[config.mk]
export PLATFORM = sky130hd
export DESIGN_NAME = sync_fifo_param
export DESIGN_NICKNAME = d
export VERILOG_FILES = /design/src/rtl/fifo_pkg.sv /design/src/rtl/fifo_mem_2p.sv /design/src/rtl/sync_fifo_param.sv
export SDC_FILE = /design/constraint.sdc
export NUM_CORES = 1
export LEC_CHECK = 0
export CORE_MARGIN = 3
export CORE_UTILIZATION = 63
export DETAILED_ROUTE_END_ITERATION = 10
export GPL_TIMING_DRIVEN = 1
export HOLD_SLACK_MARGIN = 0.08
export PLACE_DENSITY = 0.87
export SLEW_MARGIN = 40
export SYNTH_ARGS = -nofsm -noshare
export SYNTH_HDL_FRONTEND = slang
export SYNTH_SLANG_ARGS = --single-unit
[constraint.sdc]
create_clock -name clk -period 4.55 [get_ports clk]
set_clock_uncertainty 0.2 [all_clocks]
set_input_delay 1.1375 -clock clk [delete_from_list [all_inputs] [get_ports clk]]
set_output_delay 1.1375 -clock clk [all_outputs]
set_load 0.02 [all_outputs]
[src/rtl/fifo_pkg.sv]
// rtl/fifo_pkg.sv - shared constants and elaboration helpers for the parametrised FIFO
package fifo_pkg;

  localparam int DEF_DATA_W = 8;
  localparam int DEF_DEPTH  = 16;

  function automatic int clog2(input int value);
    int r;
    r = 0;
    while ((1 << r) < value) r++;
    return r;
  endfunction

  function automatic bit is_pow2(input int value);
    return (value > 0) && ((value & (value - 1)) == 0);
  endfunction

  // Almost-empty must sit strictly below almost-full, and almost-full must be reachable.
  function automatic bit levels_ok(input int ae_level, input int af_level, input int depth);
    return (ae_level < af_level) && (af_level <= depth);
  endfunction

endpackage

[src/rtl/fifo_mem_2p.sv]
// rtl/fifo_mem_2p.sv - DEPTH x DATA_W register file, one synchronous write and one synchronous read port
module fifo_mem_2p #(
  parameter int DATA_W = 8,
  parameter int DEPTH  = 16,
  parameter int ADDR_W = 4
) (
  input  logic              clk,
  input  logic              rst,
  input  logic              wr_en_i,
  input  logic [ADDR_W-1:0] wr_addr_i,
  input  logic [DATA_W-1:0] wr_data_i,
  input  logic              rd_en_i,
  input  logic [ADDR_W-1:0] rd_addr_i,
  output logic [DATA_W-1:0] rd_data_o
);

  logic [DATA_W-1:0] mem_q [DEPTH];
  logic [DATA_W-1:0] rd_data_q;

  always_ff @(posedge clk) begin
    if (wr_en_i) mem_q[wr_addr_i] <= wr_data_i;
  end

  // Same-address read and write in one cycle returns the old word.
  always_ff @(posedge clk or negedge rst) begin
    if (!rst) begin
      rd_data_q <= '0;
    end else if (rd_en_i) begin
      rd_data_q <= mem_q[rd_addr_i];
    end
  end

  assign rd_data_o = rd_data_q;

endmodule

[src/rtl/sync_fifo_param.sv]
// rtl/sync_fifo_param.sv - parametrised single-clock FIFO with occupancy, threshold flags and error pulses
module sync_fifo_param
  import fifo_pkg::*;
#(
  parameter  int DATA_W   = DEF_DATA_W,
  parameter  int DEPTH    = DEF_DEPTH,
  parameter  int AF_LEVEL = DEPTH - 2,
  parameter  int AE_LEVEL = 2,
  localparam int ADDR_W   = clog2(DEPTH)
) (
  input  logic              clk,
  input  logic              rst,
  input  logic              we,
  input  logic [DATA_W-1:0] d_in,
  input  logic              re,
  output logic [DATA_W-1:0] d_out,
  output logic              d_valid,
  output logic              full,
  output logic              empty,
  output logic              almost_full,
  output logic              almost_empty,
  output logic [ADDR_W:0]   count,
  output logic              overflow,
  output logic              underflow
);

  if (!levels_ok(AE_LEVEL, AF_LEVEL, DEPTH) || !is_pow2(DEPTH) || DEPTH < 4 || DATA_W < 1)
  begin : g_bad_params
    $error("sync_fifo_param: illegal DATA_W/DEPTH/AE_LEVEL/AF_LEVEL combination");
  end

  localparam logic [ADDR_W:0] AF_THR = AF_LEVEL[ADDR_W:0];
  localparam logic [ADDR_W:0] AE_THR = AE_LEVEL[ADDR_W:0];
  localparam logic [ADDR_W:0] ONE    = {{ADDR_W{1'b0}}, 1'b1};

  logic [ADDR_W:0] wr_ptr_q, wr_ptr_d;
  logic [ADDR_W:0] rd_ptr_q, rd_ptr_d;
  logic [ADDR_W:0] count_q, count_d;
  logic            d_valid_q, overflow_q, underflow_q;
  logic            wr_ok, rd_ok;

  assign full  = (wr_ptr_q[ADDR_W] != rd_ptr_q[ADDR_W]) &&
                 (wr_ptr_q[ADDR_W-1:0] == rd_ptr_q[ADDR_W-1:0]);
  assign empty = (wr_ptr_q == rd_ptr_q);

  // A read at full frees the slot the write lands in; a read at empty never falls through.
  assign rd_ok = re & ~empty;
  assign wr_ok = we & (~full | re);

  always_comb begin
    wr_ptr_d = wr_ptr_q;
    rd_ptr_d = rd_ptr_q;
    count_d  = count_q;
    if (wr_ok) wr_ptr_d = wr_ptr_q + ONE;
    if (rd_ok) rd_ptr_d = rd_ptr_q + ONE;
    case ({wr_ok, rd_ok})
      2'b10:   count_d = count_q + ONE;
      2'b01:   count_d = count_q - ONE;
      default: count_d = count_q;
    endcase
  end

  always_ff @(posedge clk or negedge rst) begin
    if (!rst) begin
      wr_ptr_q    <= '0;
      rd_ptr_q    <= '0;
      count_q     <= '0;
      d_valid_q   <= 1'b0;
      overflow_q  <= 1'b0;
      underflow_q <= 1'b0;
    end else begin
      wr_ptr_q    <= wr_ptr_d;
      rd_ptr_q    <= rd_ptr_d;
      count_q     <= count_d;
      d_valid_q   <= rd_ok;
      overflow_q  <= we & full & ~re;
      underflow_q <= re & empty;
    end
  end

  fifo_mem_2p #(
    .DATA_W (DATA_W),
    .DEPTH  (DEPTH),
    .ADDR_W (ADDR_W)
  ) u_mem (
    .clk       (clk),
    .rst       (rst),
    .wr_en_i   (wr_ok),
    .wr_addr_i (wr_ptr_q[ADDR_W-1:0]),
    .wr_data_i (d_in),
    .rd_en_i   (rd_ok),
    .rd_addr_i (rd_ptr_q[ADDR_W-1:0]),
    .rd_data_o (d_out)
  );

  assign count        = count_q;
  assign almost_full  = (count_q >= AF_THR);
  assign almost_empty = (count_q <= AE_THR);
  assign d_valid      = d_valid_q;
  assign overflow     = overflow_q;
  assign underflow    = underflow_q;

endmodule

; ---- Word level (Yosys, flattened, before mapping)
; Memories as Yosys holds them, arrays and structs flattened. A register that Yosys moved wholly into a read port is not among the register bits.
; Index checks and enable logic that the tools add are counted.
[totals]
latchBits = 0
n_memories = 1
rom_bits = 0
regBits = 18
ramBits = 128
out_inout_bits = 20
wordCells = 33
[memory_table]
columns = memory, depth, word_bits, read_ports, rd_ports_with_merged_regs, wr, line
row1 = u_mem.mem_q, 16, 8, 1, 1, 1, fifo_mem_2p.sv:17  ; logic [DATA_W-1:0] mem_q [DEPTH];
[op_classes]
n_mul = 0
shifts = 0
n_lt_le_gt_ge = 2
n_div = 0
bitwise = 9
muxes = 3
eq_ne = 5
n_addsub = 4
n_reduce_logical = 3
[ops]
columns = cell, count
row1 = $add 5x1->5 const B, 3
row2 = $pmux 5 s2, 1
row3 = $and 1x1->1, 5
row4 = $eq 5x5->1, 1
row5 = $ge 5x4->1 const B, 1
row6 = $le 5x2->1 const B, 1
row7 = $sub 5x1->5 const B, 1
row8 = $eq 4x4->1, 1
row9 = $not 1->1, 3
row10 = $eq 2x1->1 const B, 1
row11 = $eq 2x2->1 const B, 1
row12 = $mux 1, 2
row13 = $reduce_bool 2->1, 1
row14 = $logic_and 1x1->1, 1
row15 = $logic_not 1->1, 1
row16 = $ne 1x1->1, 1
row17 = $or 1x1->1, 1

; ---- Longest topological paths before layout
[logic_depth]
word_depth = 7
mapped_depth = 13
mapped_depth_nobuf = 11

; ---- Modules after synthesis
; Synthesis repeated with hierarchy kept, for this count alone.
[unflattened]
hier_cells = 333
area_unflattened_um2 = 6353.6
[modules_own_cells]
columns = mod, n_inst, seq_area_each_um2, area_per_inst_um2, cells_per_inst
row1 = fifo_mem_2p, 1, 4043.9, 5331.4, 240
row2 = sync_fifo_param, 1, 450.4, 1022.2, 93

; ---- Worst setup path after synthesis
; No wires, ideal clock.
[synth_path]
path_kind = input port to flip-flop
start = input re
end = register count_q[4], in the netlist count[4]
slack_ps = 1314
arrival_ps = 2904
t_required_ps = 4218
setup_ps = 132
stages = 11
path_cell_list = inv_1 > a31oi_1 > buf_2 > inv_1 > ha_1 > fa_1 > a21o_1 > a21oi_1 > xor2_1 > nor2_1 > xor2_1
[synth_via]
elab_chain_cells = 4
elab_cells_between_ends = 7
cone_classes = eq/ne (2) / mux (1) / bitwise (3) / reduce/logical (1)
[synth_rtl]
columns = item, line
row1 = from (decl), sync_fifo_param.sv:15  ; input logic re,
row2 = $or 1x1->1, sync_fifo_param.sv:48  ; assign wr_ok = we & (~full | re);
row3 = $and 1x1->1, sync_fifo_param.sv:48
row4 = $eq 2x1->1 / $eq 2x2->1 (equally long branches), sync_fifo_param.sv:56  ; case ({wr_ok, rd_ok})
row5 = $pmux 5 s2 / $reduce_bool 2->1 (equally long branches), --
row6 = to (signal assigned), sync_fifo_param.sv:74  ; count_q <= count_d;
row7 = to (decl), sync_fifo_param.sv:38  ; logic [ADDR_W:0] count_q, count_d;
; Parallel ways exist; a longest one is shown, timed or not.
; A chain may end at the register's enable or synchronous reset.

; ---- Worst setup path after layout
[layout_path]
start = register rd_ptr_q[3]
end = output full
[layout_via]
elab_chain_cells = 2
[layout_rtl]
columns = item, line
row1 = from (decl), sync_fifo_param.sv:37  ; logic [ADDR_W:0] rd_ptr_q, rd_ptr_d;
row2 = from (signal assigned), sync_fifo_param.sv:73  ; rd_ptr_q <= rd_ptr_d;
row3 = $eq 4x4->1, sync_fifo_param.sv:43  ; (wr_ptr_q[ADDR_W-1:0] == rd_ptr_q[ADDR_W-1:0]);
row4 = $logic_and 1x1->1, sync_fifo_param.sv:42  ; assign full = (wr_ptr_q[ADDR_W] != rd_ptr_q[ADDR_W]) &&
row5 = to (decl), sync_fifo_param.sv:18  ; output logic full,
; Every way passes these cells.

==> flow_summary.toml <==
[run_status]
outcome = "complete, no violations"

[worst_hold_path]
whs_endpoint = "wr_ptr_q[4]$_DFFE_PN0P_"
hold_start = "wr_ptr_q[4]$_DFFE_PN0P_"
whs_path_depth = 1
min_path_type = "register to register"

[final_layout]
antennaDiodeCount = 0
drive_gt1_share_pct = 16.13
layout_commonest_cell = "edfxtp_1"
syn_to_final_growth_pct = 14.67
final_cell_mix = "edfxtp_1, clkdlybuf4s50_1, dfrtp_1"
fin_nets = 412

[power_and_ir_drop]
ir_drop_v = 0.0003661
powerDensity_mw_per_mm2 = 659.6
p_leak_nw = 2.571

[die]
row_count = 36
io_pins = 32
die_height_um = 106.5
fp.dieW_um = 106.5
core-area_mm2 = 0.009774
start_util_pct = 65.08
die-area_mm2 = 0.01134

[timing]
slew_headroom_pct = 51.26
rsz0062_at_grt = "no"
fin_tns_setup_ps = 0
post-route-period-util_pct = 89.74
fmax_mhz = 244.9
setup_ws_ps = 466.7
final-max-slew-violation-count = 0
setup_viol = 0
max_slew.worst_pin.slew_ps = 712.6
timing.final.hold_violations = 0
fin_crit_ps = 4083

[synth]
ys.flop_type = "edfxtp_1"
synth_top_area_share_pct = 60.42
syn_area_mm2 = 0.006361
synth_top_cell_by_area = "edfxtp_1"
ys_async_sr_fraction_pct = 16.88
synth_cells = 354
yosys_warnings = 0
ys_top_cells_by_area = "edfxtp_1, dfrtp_1, mux4_2, mux4_1, ha_1"
synth-edff-count = 128
syn_nets = 376
yosysSeqAreaShare_pct = 70.65
avgSynthCellArea_um2 = 17.97
ys_ff_latch = 154
yosys.cell_types.count = 35

[setup_path]
r2r-start = "rd_ptr_q[3]$_DFFE_PN0P_"
cp-end-kind = "primary output"
arrival_ps = 2750
startpoint_type = "register"
required_ps = 3210
critPathKind = "register to primary output"
r2r_slack_ps = 1070
r2r-end = "count[4]$_DFFE_PN0P_"
crit_fanout = 19
reg2regPathDepth = 11

[place]
dp_slack_ps = 881.4
port_buffers = 31
place_congestion = 0.7997
dp_hpwl_um = 7366

[global_routing]
first_global_vias = 3418
grt_pass1_wl_um = 19790
grt_antenna_before_repair = 0
grt_max_degree = 52
grt-ovfl-total = 0
grt_usage_pct = 24.47

[routing]
drtIter0Drc = 341
wl_per_cell_um = 23.60
ant_nets = 0
drc = 0
drt-total-wl_um = 12650
vias = 3296
drt_pass1_iterations = 7
viasPerCell = 6.149

[clock_tree]
cts_sinks = 154
numCtsBuffers = 17
worstSkewPairLatency_ps = 530
htree_levels = 4
cts_buffer_depth = 2
cts_resized = 0
path_clk_slew_ps = 60
cts_root_buffer = "clkbuf_8"
cts_setup_buffers = 0
tritoncts = "built"
ctsHoldBuffers = 0

[flow_run]
maxCapViolations = 0
report_power, final:
part           internal (mW)  switching [mW]
logic                  0.706           0.862
registers               1.76           0.178
clock network          0.773           0.531
total                   3.24            1.57
area by class of cell:
| type | count | area, um2 |
|---|---|---|
| clock inverter | 13 | 128.9 |
| fill | 552 | 2480 |
| clock buffer | 19 | 421.7 |
| tap | 133 | 166.4 |
| multi-input combinational | 173 | 1697 |
| inverter | 6 | 22.52 |
| timing repair buffer | 38 | 362.8 |
| sequential | 154 | 4496 |
through the flow:
step	utilization [%]	hold slack, ps	power (mW)	cells	area, um2
after floorplan	-	261.7	3.049	354	6361
after global placement	69.00	283.3	3.428	504	6744
after detailed placement	69.00	282.9	3.489	504	6744
after CTS	74.63	293.2	4.820	536	7295
after global routing	74.63	324.2	5.032	536	7295
final	74.63	295.3	4.811	536	7295
worst max path at each step:
| stage | from | endpoint | slack, ps | cells after the start |
|---|---|---|---|---|
| floorplan | re | count[4]$_DFFE_PN0P_ | 1310 | 11 |
| global placement | re | count[4]$_DFFE_PN0P_ | 920 | 11 |
| detailed placement | re | count[4]$_DFFE_PN0P_ | 880 | 11 |
| CTS | rd_ptr_q[3]$_DFFE_PN0P_ | full | 460 | 4 |
| global route | rd_ptr_q[3]$_DFFE_PN0P_ | full | 330 | 4 |
| finish | rd_ptr_q[3]$_DFFE_PN0P_ | full | 470 | 4 |
cell families (layout without fill, tap and decap cells):
kind of cell,after synthesis,in the layout,share of synthesized area (%)
multiplexers,42,42,12.06
flip-flops,154,154,70.65
AND/OR/NAND/NOR,60,60,5.488
buffers and inverters,27,76,2.675
AO/OA/AOI/OAI,43,43,4.445
adder cells (fa/ha/maj),10,10,2.085
XOR/XNOR,18,18,2.597
synth_stat cells (2+ instances only):
cell / n
dfrtp_1: 26
mux4_2: 15
a21oi_1: 18
a21o_1: 2
clkbuf_1: 4
nor2_1: 11
mux2_2: 10
inv_1: 6
nand4_1: 3
xnor2_1: 9
nor2b_1: 18
ha_1: 9
mux2i_1: 8
mux4_1: 9
buf_6: 4
o21ai_0: 3
buf_4: 3
and3_1: 17
a2111oi_0: 9
and2_1: 3
a211oi_1: 8
nand2_1: 5
buf_2: 8
edfxtp_1: 128
xor2_1: 8
worst max-delay path, stage by stage, from the launching register on:
cell and delay [ps]:
dfrtp_1 770, xor2_1 210, nor4_4 420, and2_1 200, clkdlybuf4s50_1 620
routing by layer:
layer	up-vias	routed length [um]	track usage, %
met3	19	1026	7.711
met4	0	223	8.767
met5	-	0	0
met2	149	6365	39.28
met1	1662	5032	32.07
li1	1466	-	-
flip-flops by register name, indices dropped and copies added, names as in the netlist:
name             cells
count                5
d_valid              1
overflow             1
rd_ptr_q             5
u_mem.mem_q        128
u_mem.rd_data_o      8
underflow            1
wr_ptr_q             5
Note: power is estimated with default switching activity, not from simulation.
==> variant 1, RTL diff (same settings) <==
Change the package constant `DEF_DATA_W` from 8 to 6.
--- a/src/rtl/fifo_pkg.sv
+++ b/src/rtl/fifo_pkg.sv
@@ -1,7 +1,7 @@
 // rtl/fifo_pkg.sv - shared constants and elaboration helpers for the parametrised FIFO
 package fifo_pkg;
 
-  localparam int DEF_DATA_W = 8;
+  localparam int DEF_DATA_W = 6;
   localparam int DEF_DEPTH  = 16;
 
   function automatic int clog2(input int value);
Ports: changed (resized d_in and d_out); port bits go from 32 to 28. The function was not compared with the original's and may differ.
==> variant 1 against the unedited design <==
- power fell by 15%
- sequential cell count fell by 34
- synthesized area fell by 20%
- wire length fell by 16%
- highest routed layer unchanged
- design area fell by 19%
- clock power fell by 4%
- worst setup slack improved by 0.094 ns
- first-iteration DRC count rose by 15%
- combinational power fell by 17%
==> variant 1: results (changes against the unedited design) <==
drive_above_1_share_pct: 16.5  # +0.39 points
wl_met1_um: 4200  # -17%
use_met1_pct: 34.4  # +2.4 points
synthMuxAreaShare_pct: 11.8  # -0.21 points
use_met3_pct: 6.18  # -1.5 points
ys_types: 34  # -2.9%
cts-root-buf: "clkbuf_8"
async_reset_ff_share_pct: 20.0  # +3.1 points
period_minus_slack_ns: 3.99  # -0.0941 ns
dp_cells: 409  # -19%
syn-instance-count: 291  # -18%
grt_start_max_net_pins: 40  # -23%
synth-compound-area-share_pct: 4.54  # +0.097 points
ys_seq_area_share_pct: 68.7  # -1.9 points
status: "finished, final reports clean"
use_met2_pct: 39.8  # +0.50 points
synth_common_cells: "edfxtp_1, dfrtp_1, and3_1"
wl_met2_um: 5340  # -16%
vias: 2806  # -15%
vdd_drop_max_mv: 0.390  # +6.5%
route.met3.wl_um: 672  # -35%
grt_use_total_pct: 25.6  # +1.1 points
ff2ff_setup_slack_ns: 1.18  # +0.11 ns
routedWlPerCell_um: 24.0  # +1.8%
dp_hpwl_um: 5960  # -19%
holdWs_ns: 0.310  # +0.0146 ns
cts_resized: 0  # unchanged
grt_first_pass_wirelength_um: 16200  # -18%
pre_cts_slack_ns: 0.835  # -0.0463 ns
cp.arrival_ns: 2.65  # -0.10 ns
first_iter_violations: 391  # +15%
stdcell_count: 441  # -18%
synthTopCellsByArea: "edfxtp_1, dfrtp_1, mux4_1"
port_buffers: 27  # -13%
critPathMaxFanout: 15  # -4
relSlewSlack_pct: 57.1  # +5.8 points
synthAdderAreaFrac_pct: 2.62  # +0.53 points
rr_worst_depth: 11  # unchanged
synth_xor_area_share_pct: 3.11  # +0.51 points
hold_end: "count[4]$_DFFE_PN0P_"
top_layer: "met4"
worstHoldStart: "count[4]$_DFFE_PN0P_"
cts-buffers-inserted: 17  # unchanged
design.final.nets: 346  # -16%
syn_nets: 311  # -17%
gp_congestion: 0.792  # -1.0%
synth_edf_count: 96  # -25%
place_area_um2: 5370  # -20%
fill_cells: 398  # -28%
variant 1: kinds of logic after synthesis:
kind of cell             count (synthesis)
adder cells (fa/ha/maj)                 10
AO/OA/AOI/OAI                           35
flip-flops                             120
multiplexers                            32
buffers and inverters                   22
AND/OR/NAND/NOR                         54
XOR/XNOR                                18
variant 1: area by class of cell:
class	instances	area [um2]	area share, %
sequential	120	3480	58.7
clock buffer	17	414	6.98
timing repair buffer	32	303	5.10
inverter	6	22.5	0.379
multi-input combinational	149	1440	24.3
clock inverter	15	143	2.40
tap	102	128	2.15
variant 1: power breakdown:
part	switching [mW]	internal (mW)	total (mW)
Clock	0.513	0.734	1.25
Sequential	0.161	1.38	1.54
Combinational	0.721	0.590	1.31
variant 1: critical path: cells and delay by family, from the launching register on:
| family | cells | cell delay (ns) |
|---|---|---|
| xor+xnor | 1 | 0.20 |
| buf+inv | 1 | 0.61 |
| flops | 1 | 0.67 |
| simple gates | 2 | 0.65 |
==> variant 2, RTL diff (same flow settings) <==
Made on the original files. Register the output `count` once more, cleared by the reset; this adds one clock of latency there. The other outputs are not delayed to match.
--- a/src/rtl/sync_fifo_param.sv
+++ b/src/rtl/sync_fifo_param.sv
@@ -93,7 +93,13 @@
     .rd_data_o (d_out)
   );
 
-  assign count        = count_q;
+  always_ff @(posedge clk or negedge rst) begin
+    if (!rst) begin
+      count <= '0;
+    end else begin
+      count <= count_q;
+    end
+  end
   assign almost_full  = (count_q >= AF_THR);
   assign almost_empty = (count_q <= AE_THR);
   assign d_valid      = d_valid_q;
Function: changed (a bounded check fails within 4 cycles, from zero or initial values and one cycle with rst low).
==> variant 2 against the unedited design <==
- non-clock buffer count is the same
- power grew 5.7%
- hold slack lost 0.050 ns
- fmax shrank 0.15%
- worst setup slack lost 0.0061 ns
- synthesized area grew 2.7%
- sequential cell count grew 5
- design area grew 3.6%
- wire length grew 4.4%
- critical path type unchanged
==> variant 2: results (changes against the unedited design) <==
worstHoldStart: "count_q[4]$_DFFE_PN0P_"
grt_pass1_vias: 3527  # +3.2%
fill_cells: 515  # -6.7%
async_reset_ff_share_pct: 19.5  # +2.6 points
relSlewSlack_pct: 44.1  # -7.1 points
power.density_nw_per_um2: 673  # +2.0%
drive_above_1_share_pct: 17.7  # +1.5 points
top_layer: "met4"
vdd_drop_max_mv: 0.408  # +11%
ys_seq_area_share_pct: 70.7  # about the same
grt_use_total_pct: 25.3  # +0.83 points
ff2ff_setup_slack_ns: 0.87  # -0.20 ns
ys_types: 43  # +23%
vias: 3380  # +2.5%
holdWs_ns: 0.245  # -0.0500 ns
route.met3.wl_um: 866  # -16%
grt_start_max_net_pins: 44  # -15%
top_register: "u_mem.mem_q"
first_iter_violations: 267  # -22%
syn_nets: 374  # -0.53%
p_leak_nw: 2.73  # +6.3%
gp_congestion: 0.836  # +4.5%
holdBufCountCts: 0  # unchanged
synth-warning-count: 0  # unchanged
min_path_cells: 0  # -1
largest_reg_flops: 128  # unchanged
design.final.nets: 409  # -0.73%
place_area_um2: 6950  # +3.1%
port_buffers: 31  # unchanged
synthTopCellsByArea: "edfxtp_1, dfrtp_1, mux4_1"
hold_end: "count[4]$_DFF_PN0_"
dp_hpwl_um: 7970  # +8.2%
hold_path_class: "register to register"
synth-compound-area-share_pct: 4.00  # -0.44 points
synth_common_cells: "edfxtp_1, dfrtp_1, mux2_2"
wl_met1_um: 5260  # +4.5%
drtPass1Iterations: 4  # -3
grt_first_pass_wirelength_um: 20700  # +4.7%
insertion_delay_ns: 0.53  # about the same
synth_xor_area_share_pct: 2.68  # +0.084 points
status: "finished, final reports clean"
synthMuxAreaShare_pct: 14.7  # +2.7 points
routedWlPerCell_um: 24.7  # +4.6%
r2r_end: "count_q[4]$_DFFE_PN0P_"
synthAdderAreaFrac_pct: 1.53  # -0.55 points
critPathMaxFanout: 19  # unchanged
wl_met2_um: 6750  # +6.1%
## variant 2: logic make-up after synthesis
logic type	after synthesis
muxes	59
DFF	159
and+or+nand+nor	48
adders and majority gates	8
xor gates and xnor gates	20
buffers and inverters	27
AOI/OAI and AO/OA	33
## variant 2: through the flow
step	cells	setup WS (ns)
3_3_place_gp	503	0.623
5_1_grt	535	0.305
4_1_cts	535	0.467
2_1_floorplan	354	1.00
3_5_place_dp	503	0.536
6_report	535	0.461
## variant 2: routing by layer
metal  vias up  GRT usage (%)
li1       1480              -
met1      1742           33.8
met2       132           40.0
met3        26           7.44
met4         0           9.38
met5         -              0
## variant 2: critical path: stages, from the launching register on
cell,delay (ns)
dfrtp_1,0.78
xnor2_1,0.19
nand4_1,0.37
nor2_1,0.25
clkdlybuf4s50_1,0.64
## variant 2: how the worst max path moves through the flow
| stage | end | depth (start not counted) |
|---|---|---|
| after floorplan | count_q[4]$_DFFE_PN0P_ | 12 |
| after CTS | empty | 4 |
| after global routing | empty | 4 |
| final | empty | 4 |
| after detailed placement | count_q[4]$_DFFE_PN0P_ | 10 |
| after global placement | count_q[4]$_DFFE_PN0P_ | 10 |
## variant 2: area by class of cell
type / instances / area share, %
tap: 133 / 2.20
inverter: 5 / 0.248
timing repair buffer: 38 / 4.74
clock inverter: 15 / 2.52
clock buffer: 17 / 5.48
sequential: 159 / 61.2
multi-input combinational: 168 / 23.7
## variant 2: power breakdown
part | leakage, nW | internal, mW | switching [mW] | total, mW
Clock | 0.295 | 0.812 | 0.636 | 1.45
Combinational | 0.915 | 0.779 | 0.835 | 1.61
Sequential | 1.52 | 1.83 | 0.191 | 2.02
Total | 2.73 | 3.42 | 1.66 | 5.08
